===== src/rtl/rr_mux_reg.sv =====
// Registered N-to-1 multiplexer with valid/ready on every channel and on the output.
// It uses either a fixed channel select or round-robin arbitration that resumes after the last winner.
module rr_mux_reg #(
  parameter int WIDTH = 32,
  parameter int NCH   = 4,
  parameter int SELW  = 2
) (
  input  logic                   clk,
  input  logic                   reset_n,
  input  logic [NCH*WIDTH-1:0]   in_data,
  input  logic [NCH-1:0]         in_valid,
  output logic [NCH-1:0]         in_ready,
  input  logic                   mode,
  input  logic [SELW-1:0]        sel,
  output logic [WIDTH-1:0]       out_data,
  output logic [SELW-1:0]        out_chan,
  output logic                   out_valid,
  input  logic                   out_ready
);

  logic [SELW-1:0]  ptr;
  logic             armed;
  logic [NCH-1:0]   grant;
  logic             has_grant;
  logic [SELW-1:0]  win_idx;
  logic [WIDTH-1:0] win_data;
  logic [SELW-1:0]  ptr_next;
  logic             space;
  logic             load;

  assign space = !out_valid || out_ready;

  always_comb begin : grant_logic
    int pos;
    // NOTE: every always_comb output gets a default first so no path can infer a latch.
    grant = '0;
    pos   = 0;
    if (!mode) begin
      for (int i = 0; i < NCH; i++) begin
        if (int'(sel) == i && in_valid[i]) grant[i] = 1'b1;
      end
    end else begin
      // Scan from the farthest position to the nearest so the nearest valid channel after ptr wins.
      for (int k = NCH - 1; k >= 0; k--) begin
        pos = int'(ptr) + k;
        if (pos >= NCH) pos = pos - NCH;
        for (int i = 0; i < NCH; i++) begin
          if (pos == i && in_valid[i]) begin
            grant    = '0;
            grant[i] = 1'b1;
          end
        end
      end
    end
  end

  always_comb begin : winner_encode
    win_idx  = '0;
    win_data = '0;
    for (int i = 0; i < NCH; i++) begin
      if (grant[i]) begin
        win_idx  = SELW'(i);
        win_data = in_data[i*WIDTH +: WIDTH];
      end
    end
  end

  assign has_grant = |grant;
  assign ptr_next  = (int'(win_idx) == NCH - 1) ? '0 : win_idx + SELW'(1);

  // armed stays low until the first edge after reset release, which keeps in_ready quiet on that edge.
  assign load     = armed && space;
  assign in_ready = armed ? (grant & {NCH{space}}) : '0;

  always_ff @(posedge clk or negedge reset_n) begin
    if (!reset_n) begin
      armed     <= 1'b0;
      ptr       <= '0;
      out_valid <= 1'b0;
      out_data  <= '0;
      out_chan  <= '0;
    end else begin
      // NOTE: sequential state uses non-blocking assignments so every flop samples pre-edge values.
      armed <= 1'b1;
      if (load) begin
        if (has_grant) begin
          out_data  <= win_data;
          out_chan  <= win_idx;
          out_valid <= 1'b1;
          if (mode) ptr <= ptr_next;
        end else begin
          out_valid <= 1'b0;
        end
      end
    end
  end

endmodule


===== config.mk =====
export PLATFORM = sky130hd
export DESIGN_NAME = rr_mux_reg
export DESIGN_NICKNAME = d
export VERILOG_FILES = /design/src/rtl/rr_mux_reg.sv
export SDC_FILE = /design/constraint.sdc
export NUM_CORES = 1
export LEC_CHECK = 0
export ABC_AREA = 0
export BUFFER_PORTS_ARGS = -buffer_cell sky130_fd_sc_hd__buf_2
export CORE_MARGIN = 8
export CORE_UTILIZATION = 36
export DETAILED_ROUTE_END_ITERATION = 12
export PLACE_DENSITY = 0.84
export SKIP_CTS_REPAIR_TIMING = 1
export SLEW_MARGIN = 5
export SYNTH_ARGS = -nofsm -noshare
export SYNTH_HDL_FRONTEND = slang
export SYNTH_SLANG_ARGS = --single-unit

===== constraint.sdc =====
create_clock -name clk -period 2.9 [get_ports clk]
set_input_delay 0.725 -clock clk [delete_from_list [all_inputs] [get_ports clk]]
set_output_delay 0.725 -clock clk [all_outputs]
set_load 0.02 [all_outputs]

## Word level (Yosys, flattened, before mapping)

Cells that the tools add are included.

- Bitwise gates (word level): 1
- Muxes and demuxes: 39
- Equality and inequality tests: 16
- Add/subtract/negate cells: 8
- Reductions and logical operators: 31
- Magnitude comparators: 4

Operator list:

| cell | count |
|---|---|
| $mux 32 | 12 |
| $eq 32x3->1 const B | 8 |
| $eq 32x2->1 const B | 4 |
| $logic_not 32->1 | 4 |
| $mux 4 | 17 |
| $logic_and 1x1->1 | 21 |
| $sub 3x3->4 const B | 3 |
| $ge 3x3->1 const B | 3 |
| $mux 1 | 7 |
| $add 2x2->3 const B | 2 |
| $mux 2 | 3 |
| $and 4x4->4 | 1 |
| $eq 2x1->1 const B | 2 |
| $eq 2x2->1 const B | 2 |
| $reduce_or 4->1 | 1 |
| $sub 2x3->4 const B | 1 |
| $add 2x1->3 const B | 1 |
| $ge 2x3->1 const B | 1 |
| $reduce_and 3->1 | 1 |
| $add 2x1->2 const B | 1 |
| $logic_not 2->1 | 1 |
| $reduce_and 2->1 | 1 |
| $logic_not 1->1 | 1 |
| $logic_or 1x1->1 | 1 |

- Word-level logic and storage cells: 104
- Register bits: 38
- Input bits: 138
- Output and inout bits: 39

## Depth between registers and ports, before layout

Gate-level depths: netlist of run 1.

- Word-level depth: 28
- Mapped depth: 10

## Worst setup path after synthesis of run 1

No wires, ideal clock.

- Path kind: input to output
- From: input mode
- To: output in_ready[1]
- Setup slack: 0.179 ns
- Stages on the path: 6
- Arrival: 1.996 ns
- Required time: 2.175 ns
- Path buffers: 3
- Cells stage by stage: buf_2 nor4bb_1 a31o_1 clkbuf_1 clkbuf_1 and2_1

- Cells in the longest elaborated chain, start to end: 3

Ends and longest elaborated chain:

| element | RTL line | RTL |
|---|---|---|
| from (decl) | 13 | `input logic mode,` |
| $mux 4 | 38 | `if (!mode) begin` |
| $and 4x4->4 | 73 | `assign in_ready = armed ? (grant & {NCH{space}}) : '0;` |
| $mux 4 | 73 |  |
| to (decl) | 12 | `output logic [NCH-1:0] in_ready,` |

Every way passes these cells.

## Final worst setup path of run 1

- From: input in_valid[1]
- To: output in_ready[2]

- Cells in the longest elaborated chain, start to end: 15
- Elaborated cells on any way between the ends: 17
- Those cells by class: mux (13); bitwise (1); reduce/logical (3)

Ends and longest elaborated chain:

| element | RTL line | RTL |
|---|---|---|
| from (decl) | 11 | `input logic [NCH-1:0] in_valid,` |
| $logic_and 1x1->1 | 48 | `if (pos == i && in_valid[i]) begin` |
| $mux 4 (8 in series) | 48 |  |
| $mux 4 * (3 in series) | 48 |  |
| $mux 4 * | 38 |  |
| $and 4x4->4 * | 73 |  |
| $mux 4 * | 73 |  |

Every way passes the cells marked *; elsewhere a longest branch is shown, timed or not.

==> results of run 1 <==
==> where the power goes <==
part           switching (mW)  internal (mW)  leakage [nW]
logic                   0.832          0.499          1.07
clock network           0.176          0.275        0.0573
registers               0.152          0.788         0.432
total                    1.16           1.56          1.55
==> path summary, 6_finish.rpt <==
path / start / to / slack [ns]
hold / removal: out_valid$_DFFE_PN0P_ / out_valid$_DFFE_PN0P_ / 0.52
setup / recovery: in_valid[1] / in_ready[2] / 0.39
max in group asynchronous: reset_n / out_data[5]$_DFFE_PN0P_ / 1.81
min in group asynchronous: reset_n / out_data[18]$_DFFE_PN0P_ / 0.55
setup reg to reg: ptr[0]$_DFFE_PN0P_ / out_chan[1]$_DFFE_PN0P_ / 0.78
hold reg to reg: out_valid$_DFFE_PN0P_ / out_valid$_DFFE_PN0P_ / 0.52
==> state kept, by name, indices dropped and copies added, names as in the netlist <==
signal	flops
armed	1
out_data	32
out_chan	2
out_valid	1
ptr	2
==> per-stage QoR <==
| step | hold WS (ns) | worst slack, ns | power (mW) | std cells |
|---|---|---|---|---|
| 2_1_floorplan | 0.4294 | 0.1788 | 1.769 | 238 |
| 3_3_place_gp | 0.4889 | 0.4347 | 2.234 | 476 |
| 3_5_place_dp | 0.4993 | 0.4069 | 2.286 | 476 |
| 4_1_cts | 0.5162 | 0.4013 | 2.746 | 483 |
| 5_1_grt | 0.5512 | 0.3192 | 2.908 | 483 |
| 6_report | 0.5169 | 0.3934 | 2.721 | 483 |
==> layer usage <==
layer	global-route usage [%]	wire, µm	share of wire, %	up-vias
met4	5.503	144	1.8	0
met5	0	0	0	-
met1	21.33	3117	38	1209
met2	31.12	4106	50	148
li1	-	-	-	1260
met3	4.808	788	9.7	12
==> cell families after synthesis <==
logic type,after synthesis
buffers and inverters,27
AND/OR/NAND/NOR,84
other,1
AO/OA/AOI/OAI,88
flip-flops,38
==> placed cells by master, fill, tap and decap left out, types with 3 or more instances in the layout <==
cell type / instances
a21oi_1: 4
a222oi_1: 32
a31oi_1: 33
and2_1: 5
buf_2: 176
buf_4: 10
clkbuf_8: 6
dfrtp_1: 38
inv_1: 4
nand2_1: 34
nor2_1: 39
nor2b_1: 3
o21ai_0: 8
==> worst max-delay path: stages <==
cell     delay (ns)
buf_2          0.14
a211o_1        0.26
o31a_1         0.13
a21oi_4        0.19
and2_1         0.17
buf_2          0.17
==> layout make-up <==
class / count / area share, %
Clock buffer: 6 / 2.605
Inverter: 4 / 0.4736
Multi-Input combinational cell: 173 / 32.87
Sequential cell: 38 / 29.99
Clock inverter: 1 / 0.9471
Timing Repair Buffer: 186 / 30.15
Tap cell: 75 / 2.960
==> results.yml, run 1 <==
synthesis:
  synth_top_area_share_pct: 44.57
  synth-main-ff-cell: "dfrtp_1"
  synth_top_family_by_area: "compound AO/OA/AOI/OAI gates"
  syn_inst: 238
  synthMuxAreaShare_pct: 0
  synth-seq-cells: 38
  synthSimpleGateAreaFrac_pct: 16.25
  synth_common_cells: "nor2_1 (39), dfrtp_1 (38), nand2_1 (34), a31oi_1 (33), a222oi_1 (32)"
  synth_area_per_cell_um2: 8.963
  netlist_top_cells_area: "dfrtp_1 (45%), a222oi_1 (15%), a31oi_1 (9.7%)"
  yosys.area_share.adder_pct: 0
  syn-cell-area_um2: 2133
  synth_nets: 376
  synth_top_area_cell: "dfrtp_1"
  yosys_warnings: 0
  synth_compound_area_share_pct: 32.02
  synthXorXnorAreaFrac_pct: 0
  yosysMostFrequentCell: "nor2_1"
  synth.distinct_cells: 27
  seq_area_frac_synth_pct: 44.57
  synth_edf_count: 0
  synthArstFlopShare_pct: 100.0
setup_path:
  required_ns: 2.17
  cp_max_fo: 6
  crit_path_end_kind: "output port"
  critPathKind: "in2out"
  arrival_ns: 1.78
  start_kind: "input port"
  r2r_cells: 7
floorplan:
  dieArea_um2: 8645
  die_width_um: 92.98
  die_height_um: 92.98
  core_area_um2: 5816
  initial_core_util_pct: 36.68
  core.rowCount: 28
  ios: 177
layout:
  final_area_um2: 3171
  post-route-util_pct: 54.52
  fillerInstances: 559
  nNetsFinal: 546
  area.sequential_um2: 950.9
  multiInputGateArea_um2: 1042
  diodes: 0
  drive_gt1_share_pct: 47.79
  area_delta_synth_final_pct: 48.62
clock_tree:
  cts_buffer_depth: 2
  cts_sinks: 38
  htreeDepth: 2
  clk_latency_ns: 0.28
  cts-root-buf: "clkbuf_8"
  cts_tree: "built"
  cts_made_buffers: 5
  cts.clk_slew.worst_paths_ns: 0.07
route:
  via_count: 2629
  antenna_left: 0
  detail_route.vias_per_cell: 5.443
  drc: 0
  detail_route.first_pass.iterations: 8
  routedWlPerCell_um: 16.89
  dr.first_iter.drc_count: 268
  finalWirelength_um: 8158
sta:
  slew_viol_final: 0
  tightestPinTransition_ns: 0.8550
  fin_crit_ns: 2.507
  skew_ns: 0.001446
  finalCritPeriodShare_pct: 86.43
  setup_tns_ns: 0
  relSlewSlack_pct: 43.00
  fmax_mhz: 398.9
  rsz0062_at_grt: "false"
  finalSetupViolCount: 0
  hold_violations: 0
grt:
  grt_max_degree: 39
  antenna_found_initial: 0
  grt_pass1_vias: 2676
  grt_pass1_wl_um: 12920
  grtUsageTotal_pct: 18.04
  grt.overflow.total: 0
placement:
  place_area_um2: 3058
  place_congestion: 0.7951
  placement.io_buffers: 176
  post-dp-hpwl_um: 6599
flow_run:
  maxCapViolCount: 0
power_and_ir_drop:
  p_per_area_nw_per_um2: 858.2
  peakVddDrop_v: 0.0003853
  power.leakage_nw: 1.555
worst_hold_path:
  hp-class: "reg2reg"
  min_delay_path_depth: 1
outcome:
  status: "finished clean"
No activity file was read; power rests on OpenSTA's default activity.
==> run 2: changes to the inputs <==
Settings changed: CORE_ASPECT_RATIO from default to 0.75, PLACE_DENSITY 0.84 to 0.76, RECOVER_POWER from default to 100.
==> run 2 against run 1 <==
Net effect:
- critical endpoint is now in_ready[3]
- combinational power is 8% lower
- critical path type unchanged
- largest cell class unchanged
- utilization is 1.4 points lower
- the flow now finishes with violations (capacitance limit, slew limit)
- sequential cell count stayed put
- non-clock buffer count is 1 lower
- global-route usage hardly changed
==> results.yml, run 2 (same netlist as run 1, synthesis figures left out) <==
placement:
  place_ws_ns: 0.4043
  post-dp-hpwl_um: 6454
  placement.io_buffers: 176
  place_congestion: 0.9206
setup_path:
  reg2reg_to: "out_data[11]$_DFFE_PN0P_"
  arrival_ns: 1.92
  r2r-start: "ptr[0]$_DFFE_PN0P_"
  critPathKind: "in2out"
  crit_path_end_kind: "output port"
  start_kind: "input port"
  cp_max_fo: 9
  r2r_slack_ns: 0.51
  r2r_cells: 8
  required_ns: 2.17
layout:
  post-route-util_pct: 53.10
  drive_gt1_share_pct: 37.10
  top_regs: "out_data (32), out_chan (2), ptr (2)"
  largest_register_ffs: 32
  nNetsFinal: 545
  multiInputGateArea_um2: 1031
  area_delta_synth_final_pct: 43.52
  top_register: "out_data"
  final_common_cell: "buf_2"
  area.sequential_um2: 950.9
  final_cell_mix: "buf_2 (136), clkbuf_1 (42), nor2_1 (39), dfrtp_1 (38), nand2_1 (34)"
  diodes: 0
  fillerInstances: 591
floorplan:
  die_height_um: 82.67
  core_area_um2: 5766
  dieArea_um2: 8671
  ios: 177
  initial_core_util_pct: 37.00
  die_width_um: 104.9
  core.rowCount: 24
worst_hold_path:
  min_delay_path_depth: 2
  min_from: "out_chan[0]$_DFFE_PN0P_"
  holdPathEnd: "out_chan[0]$_DFFE_PN0P_"
  hp-class: "reg2reg"
clock_tree:
  cts_buffer_depth: 2
  cts-root-buf: "clkbuf_8"
  cts_tree: "built"
  cts_sinks: 38
  cts.clk_slew.worst_paths_ns: 0.07
  cts_made_buffers: 5
  clk_latency_ns: 0.28
  htreeDepth: 2
outcome:
  status: "complete, but fails checks"
  violations: "capacitance limit, slew limit"
power_and_ir_drop:
  power_frac_comb_pct: 49.0
  netSwitchingFraction_pct: 45.48
  total_power_mw: 2.518
  p_sw_mw: 1.145
  power_frac_seq_pct: 37.5
  peakVddDrop_v: 0.0003537
  p_int_mw: 1.373
  power_frac_clock_pct: 13.5
  power.leakage_nw: 1.419
  p_per_area_nw_per_um2: 822.4
sta:
  whs_ns: 0.5098
  fmax_mhz: 378.7
  finalSetupViolCount: 0
  rsz0062_at_grt: "false"
  tightestPinTransition_ns: 2.073
  hold_violations: 0
  fin_crit_ns: 2.641
  finalCritPeriodShare_pct: 91.07
  relSlewSlack_pct: -38.17
  setup_ws_ns: 0.2591
  setup_tns_ns: 0
  slew_viol_final: 39
  skew_ns: 0.005906
route:
  detail_route.vias_per_cell: 5.480
  dr.first_iter.drc_count: 225
  routedWlPerCell_um: 16.99
  drc: 0
  finalWirelength_um: 8241
  via_count: 2658
  antenna_left: 0
  detail_route.first_pass.iterations: 7
grt:
  grt_pass1_wl_um: 12850
  grtUsageTotal_pct: 18.07
  grt_max_degree: 39
  antenna_found_initial: 0
  grt.overflow.total: 0
  grt_pass1_vias: 2661
flow_run:
  maxCapViolCount: 1
-- run 2: cell count changes in the layout (fill, tap and decap cells not counted), moves of 3 or more --
cell      delta
clkbuf_1    +42
buf_4        -4
buf_2       -40
clkbuf_2     +3
-- run 2: worst max-delay path by stage --
stage / start / end / slack (ns) / cells after the start
after CTS: in_valid[1] / in_ready[2] / 0.45 / 6
after global routing: mode / out_data[6]$_DFFE_PN0P_ / 0.16 / 8
after floorplan: mode / in_ready[1] / 0.18 / 6
final: mode / in_ready[3] / 0.26 / 6
after global placement: in_valid[1] / in_ready[2] / 0.45 / 6
after detailed placement: mode / out_data[14]$_DFFE_PN0P_ / 0.40 / 8
-- run 2: critical path, cell delays in order --
cell and delay (ns):
clkbuf_1 0.28, a21oi_1 0.07, a31oi_1 0.19, o311a_1 0.23, and2_1 0.17, clkbuf_1 0.24
-- run 2: layout make-up --
cell class	count	area share (%)
Inverter	4	0.4904
Sequential cell	38	31.06
Clock buffer	7	2.493
Multi-Input combinational cell	173	33.67
Tap cell	78	3.188
Timing Repair Buffer	185	29.10
-- run 2: metrics by stage --
stage | cells | instance area (µm²)
2_1_floorplan | 238 | 2133
6_report | 485 | 3062
4_1_cts | 485 | 3123
5_1_grt | 485 | 3062
3_3_place_gp | 478 | 3047
3_5_place_dp | 478 | 3047
-- run 2: routing by layer --
layer	track usage [%]	part of all wire (%)
met2	32.47	48
met5	0	0
met3	7.287	11
met1	19.72	40
met4	4.965	1.2
-- run 2: power by group through the flow --
stage / logic [mW] / registers (mW) / clock network [mW]
2_1_floorplan: 0.521 / 1.25 / 0
3_3_place_gp: 1.30 / 0.935 / 0
3_5_place_dp: 1.32 / 0.944 / 0
4_1_cts: 1.32 / 0.936 / 0.357
5_1_grt: 1.35 / 0.980 / 0.381
6_report: 1.23 / 0.943 / 0.341
==> run 3: changes to the inputs <==
Settings changed: RECOVER_POWER 100 to 50.
==> run 3 against run 2 <==
Net effect:
- the run still ends with capacitance limit, slew limit left
- non-clock buffer count unchanged
- sequential cell count unchanged
- clock power barely moved
- largest power group unchanged
==> results.yml, run 3 (same netlist as run 1, synthesis figures left out) <==
outcome:
  violations: "capacitance limit, slew limit"
  status: "complete, but fails checks"
clock_tree:
  clk_latency_ns: 0.28
  cts_tree: "built"
  cts.clk_slew.worst_paths_ns: 0.07
  htreeDepth: 2
  cts_buffer_depth: 2
  cts_made_buffers: 5
  cts_sinks: 38
  cts-root-buf: "clkbuf_8"
setup_path:
  critical_path_buf_inv_count: 2
  crit_path_end_kind: "output port"
  critPathSlowestCell: "a211o_1"
  arrival_ns: 1.73
  cp_common_cell: "buf_2"
  cp_max_fo: 6
  required_ns: 2.17
  crit_path_max_incr_delay_ns: 0.26
  crit_chain: "buf_2, a211o_1, o31a_1, a21oi_2, and2_1, buf_2"
  critical_path.top_delay_family: "compound AO/OA/AOI/OAI gates"
  start_kind: "input port"
  critPathKind: "in2out"
power_and_ir_drop:
  peakVddDrop_v: 0.0003546
  total_power_mw: 2.554
  p_per_area_nw_per_um2: 824.5
  power.leakage_nw: 1.479
sta:
  relSlewSlack_pct: -38.41
  whs_ns: 0.5052
  slew_viol_final: 39
  setup_ws_ns: 0.4437
  tightestPinTransition_ns: 2.076
  hold_violations: 0
  setup_tns_ns: 0
  fmax_mhz: 407.1
  skew_ns: 0.006315
  finalCritPeriodShare_pct: 84.70
  finalSetupViolCount: 0
  rsz0062_at_grt: "false"
  fin_crit_ns: 2.456
grt:
  antenna_found_initial: 0
  use_met3_pct: 7.287
  grtUsageTotal_pct: 18.07
  grt_pass1_wl_um: 12850
  busiest_layer: "met2"
  grt_max_degree: 39
  use_met2_pct: 32.47
  use_met1_pct: 19.72
  grt_pass1_vias: 2661
  grt.overflow.total: 0
layout:
  top_regs: "out_data (32), out_chan (2), ptr (2)"
  area.sequential_um2: 950.9
  final_cells: 485
  multiInputGateArea_um2: 1035
  largest_register_ffs: 32
  final_area_um2: 3098
  nNetsFinal: 545
  diodes: 0
  fillerInstances: 583
  top_register: "out_data"
  post-route-util_pct: 53.73
  final_common_cell: "buf_2"
  final_cell_mix: "buf_2 (156), nor2_1 (39), dfrtp_1 (38), nand2_1 (34), a31oi_1 (33)"
  drive_gt1_share_pct: 42.26
  area_delta_synth_final_pct: 45.22
route:
  finalWirelength_um: 8225
  drc: 0
  detail_route.first_pass.iterations: 6
  detail_route.vias_per_cell: 5.454
  dr.first_iter.drc_count: 205
  antenna_left: 0
  via_count: 2645
  routedWlPerCell_um: 16.96
floorplan:
  initial_core_util_pct: 37.00
  core_area_um2: 5766
  die_height_um: 82.67
  die_width_um: 104.9
  dieArea_um2: 8671
  core.rowCount: 24
  ios: 177
worst_hold_path:
  hp-class: "reg2reg"
placement:
  placement.io_buffers: 176
  place_ws_ns: 0.4043
  place_congestion: 0.9206
  place_area_um2: 3047
  numPlacedInstances: 478
  post-dp-hpwl_um: 6454
flow_run:
  maxCapViolCount: 1
-- run 3: worst min-delay path, delay by kind of cell (launching register included) --
| kind | cells | cell delay [ns] |
|---|---|---|
| DFF | 1 | 0.34 |
| AOI/OAI and AO/OA | 2 | 0.13 |
-- run 3: cell type report --
type / instances / area share [%]
Multi-Input combinational cell: 173 / 33.40
Sequential cell: 38 / 30.69
Tap cell: 78 / 3.150
Clock buffer: 7 / 2.464
Timing Repair Buffer: 185 / 29.81
Inverter: 4 / 0.4847
-- run 3: final timing paths --
| path | from | endpoint | slack, ns | depth (start not counted) |
|---|---|---|---|---|
| worst max-delay path | in_valid[1] | in_ready[2] | 0.44 | 6 |
| worst min-delay path | out_chan[0]$_DFFE_PN0P_ | out_chan[0]$_DFFE_PN0P_ | 0.51 | 2 |
| worst max register to register | ptr[0]$_DFFE_PN0P_ | out_data[18]$_DFFE_PN0P_ | 0.72 | 8 |
| worst min register to register | out_chan[0]$_DFFE_PN0P_ | out_chan[0]$_DFFE_PN0P_ | 0.51 | 2 |
| max in group asynchronous | reset_n | out_data[4]$_DFFE_PN0P_ | 0.68 | 1 |
| min in group asynchronous | reset_n | out_data[1]$_DFFE_PN0P_ | 1.04 | 1 |
-- run 3: metal layers --
| layer | part of all wire (%) | vias to the layer above |
|---|---|---|
| li1 | - | 1262 |
| met1 | 40 | 1227 |
| met2 | 48 | 147 |
| met3 | 11 | 9 |
| met4 | 1.2 | 0 |
| met5 | 0 | - |
-- run 3: power breakdown --
group	switching [mW]	internal, mW	leakage [nW]
combinational	0.816	0.456	1.01
sequential	0.153	0.788	0.432
clock	0.176	0.166	0.0383
